**src/rtl/countdown_timer_if.sv**
```systemverilog
// Countdown timer board I/O bundle.
// Raw active-low keys in, BCD digits and LEDs out.
interface countdown_timer_if;
  logic       key_min;
  logic       key_sec;
  logic       key_start_pause;
  logic [3:0] minute_high;
  logic [3:0] minute_low;
  logic [3:0] second_high;
  logic [3:0] second_low;
  logic [3:0] msecond_high;
  logic [3:0] msecond_low;
  logic       running;
  logic       alarm;

  modport master (
    output key_min, key_sec, key_start_pause,
    input  minute_high, minute_low,
    input  second_high, second_low,
    input  msecond_high, msecond_low,
    input  running, alarm
  );

  modport slave (
    input  key_min, key_sec, key_start_pause,
    output minute_high, minute_low,
    output second_high, second_low,
    output msecond_high, msecond_low,
    output running, alarm
  );
endinterface

```
**src/rtl/countdown_timer.sv**
```systemverilog
// mm:ss.cc countdown timer with key debounce,
// pause/resume and a blinking expiry alarm.
module countdown_timer #(
  parameter int TICK_DIV        = 500000,
  parameter int DEBOUNCE_CYCLES = 255,
  parameter int BLINK_TICKS     = 50
) (
  input  logic CLOCK_50,
  input  logic reset,
  countdown_timer_if.slave io
);
  localparam int PW = $clog2(TICK_DIV);
  localparam int DW = $clog2(DEBOUNCE_CYCLES);
  localparam int BW = (BLINK_TICKS > 1) ? $clog2(BLINK_TICKS) : 1;

  typedef enum logic [1:0] {
    IDLE, RUN, PAUSE, EXPIRED
  } state_t;

  state_t state, state_nxt;

  logic [2:0]    raw, sync1, sync2;
  logic [2:0]    pressed, pulse;
  logic [DW-1:0] db_cnt [3];

  logic [7:0]    pre_m, pre_s;
  logic [7:0]    pre_m_nxt, pre_s_nxt;
  logic [23:0]   cnt, cnt_dec;
  logic [PW-1:0] presc, presc_inc;
  logic [BW-1:0] blink;
  logic          alarm_q;

  logic tick, act_sp, act_min, act_sec;
  logic any_pulse, dec_zero, preset_nz;

  function automatic logic [7:0] inc59(input logic [7:0] v);
    logic [7:0] r;
    if (v[3:0] == 4'd9) begin
      r[3:0] = 4'd0;
      r[7:4] = (v[7:4] == 4'd5) ? 4'd0 : v[7:4] + 4'd1;
    end else begin
      r = {v[7:4], v[3:0] + 4'd1};
    end
    return r;
  endfunction

  function automatic logic [23:0] bcd_dec(input logic [23:0] v);
    logic [23:0] r;
    logic [3:0]  d, lim;
    logic        b;
    r = v;
    b = 1'b1;
    for (int i = 0; i < 6; i++) begin
      d   = v[i*4 +: 4];
      lim = (i == 3) ? 4'd5 : 4'd9;
      if (b) begin
        if (d == 4'd0) begin
          r[i*4 +: 4] = lim;
        end else begin
          r[i*4 +: 4] = d - 4'd1;
          b = 1'b0;
        end
      end
    end
    return r;
  endfunction

  assign raw = {io.key_start_pause, io.key_sec, io.key_min};

  // two-flop synchronizer, idles released (high)
  always_ff @(posedge CLOCK_50 or posedge reset) begin
    if (reset) begin
      sync1 <= '1;
      sync2 <= '1;
    end else begin
      sync1 <= raw;
      sync2 <= sync1;
    end
  end

  // debounce: flip accepted level after a full run of disagreeing samples
  always_ff @(posedge CLOCK_50 or posedge reset) begin
    if (reset) begin
      pressed <= '0;
      pulse   <= '0;
      for (int i = 0; i < 3; i++) db_cnt[i] <= '0;
    end else begin
      for (int i = 0; i < 3; i++) begin
        pulse[i] <= 1'b0;
        if (sync2[i] == pressed[i]) begin
          if (db_cnt[i] == DW'(DEBOUNCE_CYCLES - 1)) begin
            pressed[i] <= ~pressed[i];
            pulse[i]   <= ~pressed[i];
            db_cnt[i]  <= '0;
          end else begin
            db_cnt[i] <= db_cnt[i] + 1'b1;
          end
        end else begin
          db_cnt[i] <= '0;
        end
      end
    end
  end

  assign act_sp    = pulse[2];
  assign act_min   = pulse[0] & ~pulse[2];
  assign act_sec   = pulse[1] & ~pulse[2] & ~pulse[0];
  assign any_pulse = |pulse;

  assign tick      = (presc == PW'(TICK_DIV - 1));
  assign presc_inc = tick ? '0 : presc + 1'b1;
  assign cnt_dec   = bcd_dec(cnt);
  assign dec_zero  = (cnt_dec == 24'h0);
  assign preset_nz = |{pre_m, pre_s};

  // preset edits only while idle
  always_comb begin
    pre_m_nxt = pre_m;
    pre_s_nxt = pre_s;
    if (state == IDLE && act_min) pre_m_nxt = inc59(pre_m);
    if (state == IDLE && act_sec) pre_s_nxt = inc59(pre_s);
  end

  // state register
  always_ff @(posedge CLOCK_50 or posedge reset) begin
    if (reset) state <= IDLE;
    else       state <= state_nxt;
  end

  // next state; expiry wins over a same-cycle pause
  always_comb begin
    state_nxt = state;
    unique case (state)
      IDLE:    if (act_sp && preset_nz) state_nxt = RUN;
      RUN: begin
        if (tick && dec_zero) state_nxt = EXPIRED;
        else if (act_sp)      state_nxt = PAUSE;
      end
      PAUSE: begin
        if (act_sp)       state_nxt = RUN;
        else if (act_min) state_nxt = IDLE;
      end
      EXPIRED: if (any_pulse) state_nxt = IDLE;
      default: state_nxt = IDLE;
    endcase
  end

  // preset, count, prescaler and alarm blink
  always_ff @(posedge CLOCK_50 or posedge reset) begin
    if (reset) begin
      pre_m   <= '0;
      pre_s   <= '0;
      cnt     <= '0;
      presc   <= '0;
      blink   <= '0;
      alarm_q <= 1'b0;
    end else begin
      pre_m <= pre_m_nxt;
      pre_s <= pre_s_nxt;
      unique case (state)
        IDLE: begin
          cnt   <= {pre_m_nxt, pre_s_nxt, 8'h00};
          presc <= '0;
        end
        RUN: begin
          presc <= presc_inc;
          if (tick) cnt <= cnt_dec;
          if (state_nxt == EXPIRED) begin
            alarm_q <= 1'b1;
            blink   <= '0;
          end
        end
        PAUSE: begin
          if (state_nxt == IDLE) begin
            cnt   <= {pre_m, pre_s, 8'h00};
            presc <= '0;
          end
        end
        EXPIRED: begin
          if (state_nxt == IDLE) begin
            cnt     <= {pre_m, pre_s, 8'h00};
            presc   <= '0;
            blink   <= '0;
            alarm_q <= 1'b0;
          end else begin
            presc <= presc_inc;
            if (tick) begin
              if (blink == BW'(BLINK_TICKS - 1)) begin
                blink   <= '0;
                alarm_q <= ~alarm_q;
              end else begin
                blink <= blink + 1'b1;
              end
            end
          end
        end
        default: ;
      endcase
    end
  end

  assign io.minute_high  = cnt[23:20];
  assign io.minute_low   = cnt[19:16];
  assign io.second_high  = cnt[15:12];
  assign io.second_low   = cnt[11:8];
  assign io.msecond_high = cnt[7:4];
  assign io.msecond_low  = cnt[3:0];
  assign io.running      = (state == RUN);
  assign io.alarm        = alarm_q;
endmodule
```
**src/flat_wrapper.sv**
```systemverilog
// flat-port wrapper written by rule: the top's interface ports become plain ports
module countdown_timer_flat 
#(
  parameter int TICK_DIV        = 500000,
  parameter int DEBOUNCE_CYCLES = 255,
  parameter int BLINK_TICKS     = 50
)
  (CLOCK_50, reset, io_key_min, io_key_sec, io_key_start_pause, io_minute_high, io_minute_low, io_second_high, io_second_low, io_msecond_high, io_msecond_low, io_running, io_alarm);
  countdown_timer_if io_i ();
  input  logic CLOCK_50;
  input  logic reset;
  input wire logic [$bits(io_i.key_min)-1:0] io_key_min;
  input wire logic [$bits(io_i.key_sec)-1:0] io_key_sec;
  input wire logic [$bits(io_i.key_start_pause)-1:0] io_key_start_pause;
  output wire logic [$bits(io_i.minute_high)-1:0] io_minute_high;
  output wire logic [$bits(io_i.minute_low)-1:0] io_minute_low;
  output wire logic [$bits(io_i.second_high)-1:0] io_second_high;
  output wire logic [$bits(io_i.second_low)-1:0] io_second_low;
  output wire logic [$bits(io_i.msecond_high)-1:0] io_msecond_high;
  output wire logic [$bits(io_i.msecond_low)-1:0] io_msecond_low;
  output wire logic [$bits(io_i.running)-1:0] io_running;
  output wire logic [$bits(io_i.alarm)-1:0] io_alarm;
  assign io_i.key_min = io_key_min;
  assign io_i.key_sec = io_key_sec;
  assign io_i.key_start_pause = io_key_start_pause;
  assign io_minute_high = io_i.minute_high;
  assign io_minute_low = io_i.minute_low;
  assign io_second_high = io_i.second_high;
  assign io_second_low = io_i.second_low;
  assign io_msecond_high = io_i.msecond_high;
  assign io_msecond_low = io_i.msecond_low;
  assign io_running = io_i.running;
  assign io_alarm = io_i.alarm;
  countdown_timer #(.TICK_DIV(TICK_DIV), .DEBOUNCE_CYCLES(DEBOUNCE_CYCLES), .BLINK_TICKS(BLINK_TICKS)) u_core (.CLOCK_50(CLOCK_50), .reset(reset), .io(io_i));
endmodule
```
**config.mk**
```make
export PLATFORM = sky130hd
export DESIGN_NAME = countdown_timer_flat
export DESIGN_NICKNAME = d
export VERILOG_FILES = /design/src/rtl/countdown_timer_if.sv /design/src/rtl/countdown_timer.sv /design/src/flat_wrapper.sv
export SDC_FILE = /design/constraint.sdc
export NUM_CORES = 1
export LEC_CHECK = 0
export ABC_AREA = 1
export CORE_MARGIN = 10
export CORE_UTILIZATION = 60
export CTS_CLUSTER_DIAMETER = 40
export DETAILED_ROUTE_END_ITERATION = 8
export PLACE_DENSITY_LB_ADDON = 0.1
export SYNTH_ARGS = -nofsm -noshare
export SYNTH_HDL_FRONTEND = slang
export SYNTH_SLANG_ARGS = --single-unit
```
**constraint.sdc**
```tcl
create_clock -name CLOCK_50 -period 3.65 [get_ports CLOCK_50]
set_input_delay 0.5475 -clock CLOCK_50 [delete_from_list [all_inputs] [get_ports CLOCK_50]]
set_output_delay 0.5475 -clock CLOCK_50 [all_outputs]
set_load 0.05 [all_outputs]
```
Word-level counts from Yosys, hierarchy flattened. Cells that the tools add are included. Widths: inputs -> output; s select.

Add/sub/neg operators: 15. Eq/ne operators: 22. Multiplexer cells: 62. Bitwise gates (word level): 9. Reductions and logical operators: 23.

Operators with widths (number): $mux 8 (10); $pmux 19 s4 (1); $pmux 24 s3 (1); $mux 19 (3); $mux 4 (13); $mux 24 (2); $add 8x1->8 const B (3); $eq 8x8->1 const B (3); $logic_not 24->1 (1); $logic_not 4->1 (6); $mux 6 (4); $sub 4x1->4 const B (6); $add 19x1->19 const B (1); $eq 19x19->1 const B (1); $mux 1 (19); $add 4x1->4 const B (4); $reduce_or 16->1 (1); $mux 2 (6); $pmux 6 s2 (1); $eq 4x3->1 const B (2); $eq 4x4->1 const B (2); $ne 2x1->1 const B (4); $pmux 2 s4 (1); $reduce_and 2->1 (4); other kinds (16) (32).

Register bits: 104. Input port bits: 5. Output and inout bits: 26. Word-level logic and storage cells: 147.

Longest topological paths before layout. Gate-level depths: netlist of run 1.

Depth in word-level cells: 14. Mapped depth: 22. Mapped depth without buffers: 22.

Worst setup path before layout of run 1. Ideal clock, no wire load.

Path type: reg-to-reg. Start: register u_core.cnt[0]. End: register u_core.cnt[0]. Setup time: 124 ps. Arrival time: 2600 ps. Data required time: 3526 ps. Path slack: 926 ps. Cell stages (with the launch flop): 22. Path buffers: 2. Clock period less this slack: 2724 ps. Path through: dfrtp_1 inv_1 ha_1 nand2_2 nor2_4 buf_6 nand3_1 nand2_1 nand2_1 nor2_1 nand2_1 nor2_1 nand3_2 nand2_1 nand2_1 nand2_2 nand2_4 nand3_4 nand2_4 buf_6 o211ai_1 nand2_1.

Longest elaborated chain between the ends: 14. Elaborated cells between the ends (all ways): 22. Classes of those cells: add/sub: 1; eq/ne: 1; mux: 15; reduce/logical: 5.

RTL lines: from (decl) (RTL line countdown_timer.sv:28) `logic [23:0] cnt, cnt_dec;`; from (signal assigned) (RTL line countdown_timer.sv:162) `cnt <= {pre_m_nxt, pre_s_nxt, 8'h00};`; from (signal assigned) (RTL line countdown_timer.sv:167) `if (tick) cnt <= cnt_dec;`; from (signal assigned) (RTL line countdown_timer.sv:175) `cnt <= {pre_m, pre_s, 8'h00};`; $logic_not 4->1 (RTL line countdown_timer.sv:57) `if (d == 4'd0) begin`; $mux 1 (RTL line countdown_timer.sv:57); $mux 1 (4 in a row) (RTL line countdown_timer.sv:56) `if (b) begin`; $mux 4 (RTL line countdown_timer.sv:56); $logic_not 24->1 (RTL line countdown_timer.sv:113) `assign dec_zero = (cnt_dec == 24'h0);`; $logic_and 1x1->1 (RTL line countdown_timer.sv:136) `if (tick && dec_zero) state_nxt = EXPIRED;`; $mux 2 (RTL line countdown_timer.sv:136); $pmux 2 s4 (RTL line countdown_timer.sv:133) `unique case (state)`; $logic_not 2->1 (RTL line countdown_timer.sv:174, countdown_timer.sv:180); $ne 2x1->1 (no source line); $reduce_and 2->1 (no source line).

Several ways; a longest one is shown, not always the timed one. The select of a mux whose other input is x is not followed. A chain may end at the register's enable or synchronous reset.

Final worst setup path of run 1.
Start: register u_core.cnt[0]. End: register u_core.cnt[9].

The elaborated chain is that of the path after synthesis.

==> results.md, run 1 <==
* Status: finished clean
* VDD IR-drop max at between 0.2 and 0.3 mV
* DRC violations left at 0
* Antenna diodes at 0
* Clock slew seen by the registers of the worst setup and hold paths at between 0.1 and 0.15 ns
* Mean Syn Cell Area at between 7 and 8 sq um
* Longest Clk Path Bufs at 2
* Synth Flop Type: dfrtp_1
* Final HPWL DP at 8.98 mm
* # rows at 35
* Maxcap violations at 0
* Cell Chain, Critical Path: inv_1, ha_1, nand2_2, nor2_4, nand3_4, nor2_4, nand2_2, o21ai_2, nor2_1, nand3_2, nand2_2, a21oi_4, nand3_4, nand2_4, o21ai_0, o21ai_1
* Post-CTS Setup Inserts at 0
* Final Skew at around 0.011 ns
* Crit-path leading delay family: simple AND/OR/NAND/NOR gates
* Initial antenna violation count at 0
* Period Utilization, post-route at 0.844
* Slew headroom at 0.434
* Setup TNS at 0 ns
* GRT Residual Overflow at 0
* Core area at 9330 sq um
* RSZ-0062 raised after global routing: no
* Clock Tree Root: clkbuf_8
* P per Cell Area at between 300 and 400 nW/um^2
* Ports at 31
* Final nets at 793
* Initial Utilization at 0.623
* Die H at around 120 um
* Worst path required time at around 4.0 ns
* Post-synthesis async set-or-reset flop share at 1.00
* Crit path max fanout at 44
* Buffers added on ports at 30
* Number of synthesized flops with an enable pin at 0
* Largest net degree at the start of global routing at 53
* Wire length per cell at between 10 and 15 um
* Setup ws final at about 0.57 ns
* H-tree Lvls at 3
* Inst Count DP at ~890
* Final Slew Violations at 0
* Layout cells sized above 1 at 0.0666
* Area of the mapped netlist at 5820 sq um
* Synth Instances at approximately 740
* Via count at 4902
* Vias per cell at 5.39
* #FFs+latches synth at between 100 and 150
* Worst hold path type: reg2reg
* Final-report setup violation count at 0
* Distinct cells, synth at 46
* Startpoint Class: flip-flop
* Final Total Pwr at 1.93 mW
* CP endpoint kind: flip-flop
* Resize count post-CTS at 0
* DP Area at about 6200 sq um
* Die W at around 120 um
* Area delta synth->final at 10.4%
* Synth Net Count at ~760
* DR pass1 iterations at 7
* Fin cells at 910
* Worst skew pair latency at around 0.38 ns
* Cts bufs inserted at 9
* Pre-CTS setup slack at roughly 0.60 ns
* Final Hold Fails at 0
* All-Layer GR Usage at 0.174
* Design Area, Final at ~6400 sq um
* Vias in the first global route at 4752
* Static leakage at between 2 and 3 nW
* Clock Sinks at 104
* Slew @ Worst Pin at roughly 0.83 ns
* First-pass GRT wire length at 21.2 mm
* CP max stage delay at between 0.4 and 0.5 ns
* Peak Freq at between 300 and 400 MHz
* Crit path DAT at ~3.4 ns
* Worst path slowest cell: dfrtp_1
* Buf+Inv Stages, Crit Path at 1
* Yosys warnings at 0
* DIE AREA at ~14000 sq um
* Kind of critical path: reg2reg
* Post-CTS Hold Buffers at 0
* CP dominant cell by count: nand2_2
* GP Congestion at between 0.9 and 1
* Register area share after synthesis at 0.449
* Min cycle time layout at 3.08 ns
* TritonCTS clock tree: done
* Routed Antenna Nets at 0
* Drt total wl at 12.1 mm
* Initial DRC Count at 437
## path summary, 6_finish.rpt
path                                           startpoint                           to  slack (ns)  cells after the start
max in group asynchronous                           reset  u_core.io.alarm$_DFFE_PP0P_        2.24                      3
worst max register to register  u_core.cnt[0]$_DFFE_PP0P_    u_core.cnt[9]$_DFFE_PP0P_        0.57                     16
worst min register to register  u_core.sync1[1]$_DFF_PP1_    u_core.sync2[1]$_DFF_PP1_        0.35                      0
worst max-delay path            u_core.cnt[0]$_DFFE_PP0P_    u_core.cnt[9]$_DFFE_PP0P_        0.57                     16
min in group asynchronous                           reset  u_core.db_cnt[18]$_DFF_PP0_        0.60                      2
worst min-delay path            u_core.sync1[1]$_DFF_PP1_    u_core.sync2[1]$_DFF_PP1_        0.35                      0
## state kept, by name (all words and copies together) (netlist names), 3 cells and up
register        cells
u_core.sync2        3
u_core.blink        6
u_core.pre_s        8
u_core.presc       19
u_core.pulse        3
u_core.cnt         24
u_core.db_cnt      24
u_core.pre_m        8
u_core.sync1        3
u_core.pressed      3
## synthesized netlist by cell type, types with 2 or more instances
cell type | number | area share
nor2_4 | 4 | 0.0077
ha_1 | 12 | 0.026
buf_6 | 5 | 0.0097
nand3_4 | 2 | 0.0060
nor4_1 | 6 | 0.0065
nand2_4 | 3 | 0.0058
a211oi_1 | 2 | 0.0026
nand2_2 | 6 | 0.0065
nand4_1 | 17 | 0.018
xnor2_1 | 8 | 0.012
clkbuf_1 | 4 | 0.0026
dfrtp_1 | 98 | 0.42
xor2_1 | 26 | 0.039
o211ai_1 | 3 | 0.0039
nand2_1 | 144 | 0.093
o22ai_1 | 8 | 0.0086
a21oi_1 | 27 | 0.023
nor2_1 | 104 | 0.067
inv_1 | 97 | 0.063
o21ai_1 | 16 | 0.014
nor2_2 | 2 | 0.0022
a22oi_1 | 4 | 0.0052
o21ai_0 | 41 | 0.035
dfstp_2 | 6 | 0.027
nor3_1 | 19 | 0.016
buf_2 | 3 | 0.0026
a21boi_0 | 3 | 0.0039
nand3_1 | 54 | 0.046
## report_power, final
group / switching (mW) / internal [mW] / leakage, nW
Sequential: 0.00960 / 1.17 / 1.43
Combinational: 0.0343 / 0.0150 / 1.46
Clock: 0.442 / 0.263 / 0.0927
Total: 0.486 / 1.44 / 2.98
## area by class of cell
type	instances	area (sq um)
clock buffers	9	124
clock inverters	7	62.6
fillers	803	2910
inverters	98	370
multi-input cells	526	2740
flip-flops and latches	104	2610
well taps	129	161
repair buffers	37	353
## cell families (layout without fill, tap and decap cells)
logic type	Yosys count	after routing	share of synthesized area
compound gates	112	112	0.109
xor+xnor	34	34	0.0512
fa+ha+maj	12	12	0.0258
buf+inv	112	151	0.0800
flops	104	104	0.449
mux	1	1	0.00172
simple gates	367	367	0.283
## placed cells by master, fill, tap and decap left out, types with 2 or more instances in the layout
cell type | Yosys | routed
nand2_1 | 144 | 144
nor2_1 | 104 | 104
dfrtp_1 | 98 | 98
inv_1 | 97 | 96
nand3_1 | 54 | 54
o21ai_0 | 41 | 41
clkdlybuf4s50_1 | 0 | 30
a21oi_1 | 27 | 27
xor2_1 | 26 | 26
nor3_1 | 19 | 19
nand4_1 | 17 | 17
o21ai_1 | 16 | 16
ha_1 | 12 | 12
clkbuf_8 | 0 | 9
xnor2_1 | 8 | 8
o22ai_1 | 8 | 8
buf_4 | 1 | 7
nand2_2 | 6 | 6
nor4_1 | 6 | 6
dfstp_2 | 6 | 6
nor2_4 | 4 | 4
a22oi_1 | 4 | 4
o211ai_1 | 3 | 3
nand2_4 | 3 | 3
a21boi_0 | 3 | 3
inv_6 | 0 | 3
nor2_2 | 2 | 2
nand3_4 | 2 | 2
a211oi_1 | 2 | 2
clkinv_4 | 0 | 2
## layer usage
metal	up-vias	wire length (um)	global-route usage
li1	2481	-	-
met1	2298	5580	0.221
met2	115	5830	0.295
met3	8	591	0.0366
met4	0	101	0.0489
met5	-	0	0
## stage by stage
stage	utilization	hold WS, ns
floorplan	-	0.345
global placement	0.668	0.346
detailed placement	0.668	0.350
CTS	0.688	0.353
global route	0.688	0.353
finish	0.688	0.351
No activity file was read; power rests on OpenSTA's default activity.
==> run 2: changes to the inputs <==
clock period = 2.9 ns   (was 3.65 ns; I/O delays follow)
==> results.md, run 2 (synthesized netlist as in run 1, its figures left out) <==
* Peak Freq at approximately 360 MHz
* VDD IR-drop max at roughly 0.35 mV
* Cts bufs inserted at 9
* All-Layer GR Usage at 0.174
* Startpoint Class: flip-flop
* Maxcap violations at 0
* Largest net degree at the start of global routing at approximately 110
* Worst path slowest cell: dfrtp_1
* Final core utilization at 0.718
* DRC violations left at 0
* GP Congestion at ~0.93
* H-tree Lvls at 3
* Min cycle time layout at 2.80 ns
* Crit-path leading delay family: simple AND/OR/NAND/NOR gates
* Cell Chain, Critical Path: inv_2, ha_4, nand2_4, nor2_4, buf_6, nand3_4, nor2_4, nand2_2, o21ai_2, nor2_1, nand3_2, nand2_2, a21oi_4, nand3_4, nand2_8, buf_4, nand4_1, nand2_1
* Biggest regs: u_core.cnt (24), u_core.db_cnt (24), u_core.presc (19)
* Ports at 31
* TritonCTS clock tree: done
* Final nets at 811
* Final-report setup violation count at 0
* Area delta synth->final at 15.1%
* Vias per cell at about 5.5
* RSZ-0062 raised after global routing: yes
* Buf+Inv Stages, Crit Path at 3
* Antenna diodes at 0
* Final Total Pwr at around 2.3 mW
* Final Skew at about 0.02 ns
* Vias in the first global route at roughly 4800
* P per Cell Area at between 300 and 400 nW/um^2
* Routed Antenna Nets at 0
* First-pass GRT wire length at 21.3 mm
* Fin cells at 927
* Final HPWL DP at roughly 9 mm
* Slew @ Worst Pin at 0.552 ns
* Commonest cells after routing, fill and taps aside: nand2_1, dfrtp_1, nor2_1
* Clock Tree Root: clkbuf_8
* CP endpoint kind: flip-flop
* Core area at about 9300 sq um
* Buffers added on ports at 30
* Crit path DAT at around 3.1 ns
* Longest Clk Path Bufs at 2
* DR pass1 iterations at 5
* Worst path required time at approximately 3.2 ns
* Kind of critical path: reg2reg
* Via count at 5118
* Layout cells sized above 1 at 0.107
* Static leakage at 3.10 nW
* Inst Count DP at ~900
* Initial Utilization at 0.623
* Period Utilization, post-route at 0.965
* GRT Residual Overflow at 0
* Final Slew Violations at 0
* Clock Sinks at roughly 100
* Worst hold path type: reg2reg
* # rows at 35
* Die W at 118 um
* CP max stage delay at 0.44 ns
* Worst skew pair latency at about 0.36 ns
* Drt total wl at ~13 mm
* Initial antenna violation count at 0
* Most common cell after layout, fill and taps aside: nand2_1
* Die H at between 100 and 150 um
* Clock slew seen by the registers of the worst setup and hold paths at about 0.1 ns
* Crit path max fanout at 7
* Slew headroom at 0.632
* Initial DRC Count at 413
* Status: finished clean
* Final Hold Fails at 0
* DIE AREA at between 10000 and 15000 sq um
* Wire length per cell at around 14 um
run 2: power breakdown:
group          switching [mW]  leakage (nW)  internal [mW]
combinational          0.0427          1.61         0.0197
clock                   0.474        0.0687          0.309
sequential             0.0118          1.43           1.47
run 2: metrics by stage:
step	setup TNS [ns]	setup WS (ns)	hold WS, ns	instance area, sq um
after floorplan	0	0.176	0.345	5820
after global placement	0	0.0991	0.346	6300
after detailed placement	0	0.0120	0.347	6300
after CTS	0	0.000866	0.359	6460
after global routing	-1.16	-0.0608	0.363	6700
final	0	0.103	0.358	6700
run 2: worst paths after layout:
check | from | slack (ns) | to | depth (start not counted)
worst max-delay path | u_core.cnt[0]$_DFFE_PP0P_ | 0.10 | u_core.cnt[3]$_DFFE_PP0P_ | 18
worst max register to register | u_core.cnt[0]$_DFFE_PP0P_ | 0.10 | u_core.cnt[3]$_DFFE_PP0P_ | 18
worst min-delay path | u_core.sync1[1]$_DFF_PP1_ | 0.36 | u_core.sync2[1]$_DFF_PP1_ | 0
min in group asynchronous | reset | 0.53 | u_core.cnt[1]$_DFFE_PP0P_ | 3
worst min register to register | u_core.sync1[1]$_DFF_PP1_ | 0.36 | u_core.sync2[1]$_DFF_PP1_ | 0
max in group asynchronous | reset | 1.91 | u_core.sync1[1]$_DFF_PP1_ | 3
run 2: worst reg2reg max path: stages (launching register included):
cell and delay [ns]:
dfrtp_1 0.44, inv_2 0.11, ha_4 0.15, nand2_4 0.08, nor2_4 0.21, buf_6 0.13, nand3_4 0.09, nor2_4 0.18
nand2_2 0.07, o21ai_2 0.13, nor2_1 0.08, nand3_2 0.09, nand2_2 0.07, a21oi_4 0.23, nand3_4 0.17, nand2_8 0.15
buf_4 0.17, nand4_1 0.09, nand2_1 0.08
run 2: cell type report:
| cell class | count | area, sq um |
|---|---|---|
| clock inverters | 3 | 22.5 |
| flip-flops and latches | 104 | 2610 |
| repair buffers | 53 | 551 |
| well taps | 129 | 161 |
| inverters | 98 | 374 |
| clock buffers | 12 | 135 |
| multi-input cells | 528 | 2840 |
| fillers | 749 | 2630 |
run 2: repair_timing:
action,4_1_cts,5_1_grt
setup endpoints to repair,5,50
cloned,0,4
endpoints found under the hold margin,0,0
gates resized for setup,0,28
hold buffers,0,0
pin swaps,1,14
buffers inserted,0,10
run 2: per-layer routing:
metal,track usage,vias to the layer above,share of wire
met4,0.0634,0,0.017
met3,0.0338,24,0.052
li1,-,2526,-
met5,0,-,0
met2,0.289,123,0.49
met1,0.221,2445,0.45
==> run 3: changes to the inputs <==
GPL_TIMING_DRIVEN = 0   (was not set)
==> results.md, run 3 (synthesized netlist as in run 1, its figures left out) <==
* DIE AREA at around 14000 sq um
* RSZ-0062 raised after global routing: yes
* # rows at 35
* Comb pwr share at 0.027
* Setup TNS at 0 ns
* Ports at 31
* Wire length per cell at roughly 15 um
* Initial DRC Count at just under 500
* Hold_sp: u_core.sync1[1]$_DFF_PP1_
* Period Utilization, post-route at 0.964
* Initial Utilization at 0.623
* CP max stage delay at approximately 0.45 ns
* Slew headroom at 0.358
* Vias in the first global route at ~5000
* Sw Pwr at ~0.63 mW
* Slew @ Worst Pin at roughly 0.94 ns
* Longest Clk Path Bufs at 2
* Crit path DAT at between 3 and 4 ns
* Worst path required time at approximately 3.2 ns
* R2r worst-path depth at 20
* Commonest cells after routing, fill and taps aside: nand2_1, dfrtp_1, nor2_1
* WHS Path Cells at 0
* Kind of critical path: reg2reg
* Most common cell after layout, fill and taps aside: nand2_1
* Final Hold Fails at 0
* Flop2flop setup slack at 0.10 ns
* Seq pwr share at 0.603
* First-pass GRT wire length at approximately 22 mm
* Startpoint Class: flip-flop
* Switching Fraction at 0.255
* Status: finished clean
* Drt total wl at ~14 mm
* Area delta synth->final at 17.9%
* R2r endpoint: u_core.cnt[1]$_DFFE_PP0P_
* TritonCTS clock tree: done
* Antenna diodes at 0
* Static leakage at ~3.2 nW
* Final HPWL DP at between 9 and 10 mm
* Sequential cell area at about 2600 sq um
* Fin cells at between 900 and 1000
* H-tree Lvls at 3
* Final Skew at roughly 0.014 ns
* Final-report setup violation count at 0
* Crit path max fanout at 8
* Fill count at 692
* Layout cells sized above 1 at 0.124
* Worst path slowest cell: dfrtp_1
* Worst hold path type: reg2reg
* Post-CTS Hold Buffers at 0
* Die W at roughly 120 um
* Buffers added on ports at 30
* DR pass1 iterations at 6
* Final nets at roughly 830
* Cell Chain, Critical Path: inv_2, ha_4, nand2_4, nor2_4, buf_6, nand3_4, nor2_4, nand2_2, o21ai_2, nor2_2, nand3_2, nand2_1, nand2_1, nand2_2, nand2_4, nand3_4, nand2_8, clkbuf_16, nand3_1, o21ai_1
* Clock slew seen by the registers of the worst setup and hold paths at 0.11 ns
* Peak Freq at between 300 and 400 MHz
* Routed Antenna Nets at 0
* Clock Sinks at between 100 and 150
* Area occupied by multi-input gates at ~2900 sq um
* Hold WS at 0.361 ns
* Internal power at approximately 1.8 mW
* Clock Tree Root: clkbuf_8
* GP Congestion at 0.868
* All-Layer GR Usage at 0.184
* Initial antenna violation count at 0
* Vias per cell at around 5.5
* Hold EP: u_core.sync2[1]$_DFF_PP1_
* Maxcap violations at 0
* Worst skew pair latency at a little under 0.4 ns
* P per Cell Area at roughly 360 nW/um^2
* Setup ws final at 0.104 ns
* Cts bufs inserted at 9
* DRC violations left at 0
* Core area at ~9300 sq um
* R2r startpoint: u_core.cnt[0]$_DFFE_PP0P_
* Final core utilization at 0.735
* Die H at between 100 and 150 um
* VDD IR-drop max at a little over 0.4 mV
* CP endpoint kind: flip-flop
* Biggest regs: u_core.cnt (24), u_core.db_cnt (24), u_core.presc (19)
* Pre-CTS setup slack at -0.102 ns
* Min cycle time layout at 2.80 ns
* Inst Count DP at approximately 900
* Largest net degree at the start of global routing at 41
* GRT Residual Overflow at 0
* Via count at 5218
* Final Slew Violations at 0
* Clock share of power at 0.369
## run 3: final cells by class
class	count	share of cell area
Multi-Input combinational cell	526	0.417
Clock inverter	6	0.00894
Sequential cell	104	0.381
Inverter	98	0.0546
Tap cell	129	0.0235
Buffer	14	0.0164
Timing Repair Buffer	57	0.0805
Clock buffer	10	0.0186
## run 3: repair_timing
item,CTS,global route
gates cloned,0,1
endpoints found under the setup margin,44,51
pin swaps,3,17
gates resized for setup,7,36
hold endpoints to repair,0,0
setup buffers,0,24
## run 3: worst max-delay path by stage
stage,slack [ns],cells past startpoint,start,endpoint
after floorplan,0.18,21,u_core.cnt[0]$_DFFE_PP0P_,u_core.cnt[0]$_DFFE_PP0P_
after global placement,-0.04,19,u_core.cnt[0]$_DFFE_PP0P_,u_core.presc[10]$_DFFE_PP0P_
after detailed placement,-0.10,19,u_core.cnt[0]$_DFFE_PP0P_,u_core.presc[10]$_DFFE_PP0P_
after CTS,0.005,19,u_core.cnt[1]$_DFFE_PP0P_,u_core.cnt[0]$_DFFE_PP0P_
after global routing,-0.09,20,u_core.cnt[1]$_DFFE_PP0P_,u_core.cnt[17]$_DFFE_PP0P_
final,0.10,20,u_core.cnt[0]$_DFFE_PP0P_,u_core.cnt[1]$_DFFE_PP0P_
## run 3: routing by layer
metal	part of all wire	vias up	wire length (um)	global-route usage
met5	0	-	0	0
met4	0.023	0	318	0.0511
met3	0.055	31	756	0.0514
met2	0.50	157	6900	0.323
met1	0.42	2482	5840	0.215
li1	-	2548	-	-
## run 3: per-stage QoR
stage	total power, mW	instance area (sq um)
after floorplan	1.55	5820
after global placement	1.57	6280
after detailed placement	1.58	6320
after CTS	2.46	6530
after global routing	2.54	6850
final	2.45	6850
## run 3: power groups by stage
stage / sequential [mW] / clock, mW / combinational, mW
3_3_place_gp: 1.51 / 0 / 0.0606
4_1_cts: 1.48 / 0.908 / 0.0696
2_1_floorplan: 1.50 / 0 / 0.0437
3_5_place_dp: 1.51 / 0 / 0.0695
5_1_grt: 1.48 / 0.976 / 0.0784
6_report: 1.48 / 0.905 / 0.0667
## run 3: critical path: cells and delay by family, from the launching register on
family | cells | cell delay [ns]
adder cells (fa/ha/maj) | 1 | 0.15
AO/OA/AOI/OAI | 2 | 0.28
buffers and inverters | 3 | 0.40
AND/OR/NAND/NOR | 14 | 1.43
flip-flops | 1 | 0.45
==> RTL edit: new RTL, flow settings as in run 1 <==
Re-encode `state_t` (4 states) as one-hot, 4 bits wide.
--- a/src/rtl/countdown_timer.sv
+++ b/src/rtl/countdown_timer.sv
@@ -14,6 +14,6 @@
   localparam int BW = (BLINK_TICKS > 1) ? $clog2(BLINK_TICKS) : 1;
 
-  typedef enum logic [1:0] {
-    IDLE, RUN, PAUSE, EXPIRED
+  typedef enum logic [3:0] {
+    IDLE = 4'b0001, RUN = 4'b0010, PAUSE = 4'b0100, EXPIRED = 4'b1000
   } state_t;
 
Check against the original RTL: same outputs for any inputs over 10 cycles, from zero or initial values and one cycle with reset high; not proved beyond that.
==> RTL edit against run 1 <==
  * Worst setup slack better by 0.31 ns
  * Clock skew up 0.0066 ns
  * Sequential cell count is 2 higher
  * Power grew 0.18%
  * Final area is 2.7% higher
  * Fmax grew 11%
  * Area after synthesis is 3.1% higher
  * Non-clock buffer count shrank 5
  * Clock power down 3.1%
  * Critical endpoint is now u_core.cnt[22]
  * Routed wire length is 6.2% higher
==> RTL edit: results (changes against run 1) <==
- Hpwl dp: 9340 um (+4.1%)
- Drt pass-1 iters: 6 (-1)
- Total GRT Usage: 0.184 (+0.00965)
- Clock root cell: clkbuf_8
- Most common library cells after synthesis: nand2_1 (170), dfrtp_1 (99), inv_1 (97)
- Asr flop ratio synth: 1.00 (unchanged)
- Yosys cell types: 48 (+4.3%)
- Crit Path Max Fanout: 38 (-14%)
- Clock buffer depth: 2 (unchanged)
- Worst-path clk slew: 0.11 ns (about the same)
- Sw Share: 0.244 (-0.00760)
- TritonCTS Buffers: 9 (unchanged)
- Largest net degree at the start of global routing: 107 (+100%)
- Clk_lat worst skew: 0.39 ns
- Static Leak: 3.08 nW (+3.4%)
- Peak supply drop: 0.255 mV (-9.2%)
- First-pass GRT wire length: 22500 um (+5.8%)
- Layout cell share with drive strength beyond 1: 0.0851 (+0.0185)
- Largest cells by area after synthesis: dfrtp_1 (41%), nand2_1 (11%), inv_1 (6.1%), nor2_1 (5.6%), o21ai_0 (4.6%)
- Regs by FF count: u_core.cnt (24), u_core.db_cnt (24), u_core.presc (19)
- Antenna violations before repair: 0 (unchanged)
- Vias in the first global route: 4975 (+4.7%)
- Crit path DAT: 3.06 ns (-0.32 ns)
- Routability cong.: 0.857 (-6.0%)
- Dominant register cell in the synthesized netlist: dfrtp_1
- Worst-Margin Slew: 0.622 ns (-0.206 ns)
- Post-Route WL: 12900 um (+6.2%)
- Via count: 5057 (+3.2%)
- # hold bufs at CTS: 0 (unchanged)
- Syn nets: 780 (+2.8%)
- Yosys warning count: 0 (unchanged)
- HP Class: flip-flop to flip-flop
- Post-CTS setup buffers: 0 (unchanged)
- Post-synthesis sequential area ratio: 0.444 (-0.00484)
- PostCTS Resize Cnt: 0 (unchanged)
- Worst Skew: 0.0177 ns (+0.00664 ns)
- 1st-iter DRT viols: 475 (+8.7%)
- Outcome: completed
- Fin nets: 811 (+2.3%)
- H-Tree Level Count: 3 (unchanged)
- Diodes inserted: 0 (unchanged)
- Port buffer count: 30 (unchanged)
-- RTL edit: final timing paths --
path	start	to	slack, ns	depth (start not counted)
worst max-delay path	u_core.state[3]	u_core.cnt[22]	0.88	11
worst min-delay path	u_core.sync1[2]	u_core.sync2[2]	0.36	0
worst max register to register	u_core.state[3]	u_core.cnt[22]	0.88	11
worst min register to register	u_core.sync1[2]	u_core.sync2[2]	0.36	0
max in group asynchronous	reset	u_core.cnt[20]	2.58	3
min in group asynchronous	reset	u_core.db_cnt[9]	0.63	3
-- RTL edit: kinds of logic (layout without fill, tap and decap cells) --
kind of cell / Yosys count / in the layout / share of synthesized area
xor+xnor: 24 / 24 / 0.0351
fa+ha+maj: 12 / 12 / 0.0250
flops: 106 / 106 / 0.444
simple gates: 376 / 376 / 0.298
compound gates: 128 / 128 / 0.120
buf+inv: 117 / 153 / 0.0776
-- RTL edit: power by group through the flow --
stage	registers [mW]	logic, mW	clock network (mW)
after floorplan	1.22	0.0357	0
after global placement	1.22	0.0528	0
after detailed placement	1.22	0.0538	0
after CTS	1.20	0.0539	0.699
after global routing	1.20	0.0618	0.746
final	1.20	0.0516	0.683
-- RTL edit: critical path, cell delays in order, from the launching register on --
cell     delay, ns
dfrtp_1       0.43
inv_1         0.13
nand2_1       0.08
nor3_2        0.15
inv_1         0.26
nand2_2       0.18
nor2_1        0.08
nor2_4        0.28
nand3_2       0.26
inv_2         0.50
o21ai_0       0.18
o21ai_0       0.12
-- RTL edit: cell type report --
cell class	instances	area, um2
fill	824	3180
tap	133	166
sequential	106	2660
clock buffer	10	128
timing repair buffer	32	328
clock inverter	6	50.0
multi-input combinational	540	2870
inverter	105	397
-- RTL edit: through the flow --
stage	util	cells	power, mW	setup slack [ns]	instance area [um2]
after floorplan	-	763	1.25	0.325	5990
after global placement	0.657	916	1.27	1.06	6420
after detailed placement	0.657	916	1.27	0.936	6420
after CTS	0.675	932	1.95	0.906	6600
after global routing	0.675	932	2.01	0.518	6600
final	0.675	932	1.93	0.884	6600
-- RTL edit: routing by layer --
layer | global-route usage | part of all wire | vias to the layer above
met2 | 0.320 | 0.50 | 109
met5 | 0 | 0 | -
met1 | 0.220 | 0.44 | 2372
li1 | - | - | 2561
met4 | 0.0649 | 0.015 | 0
met3 | 0.0394 | 0.041 | 15
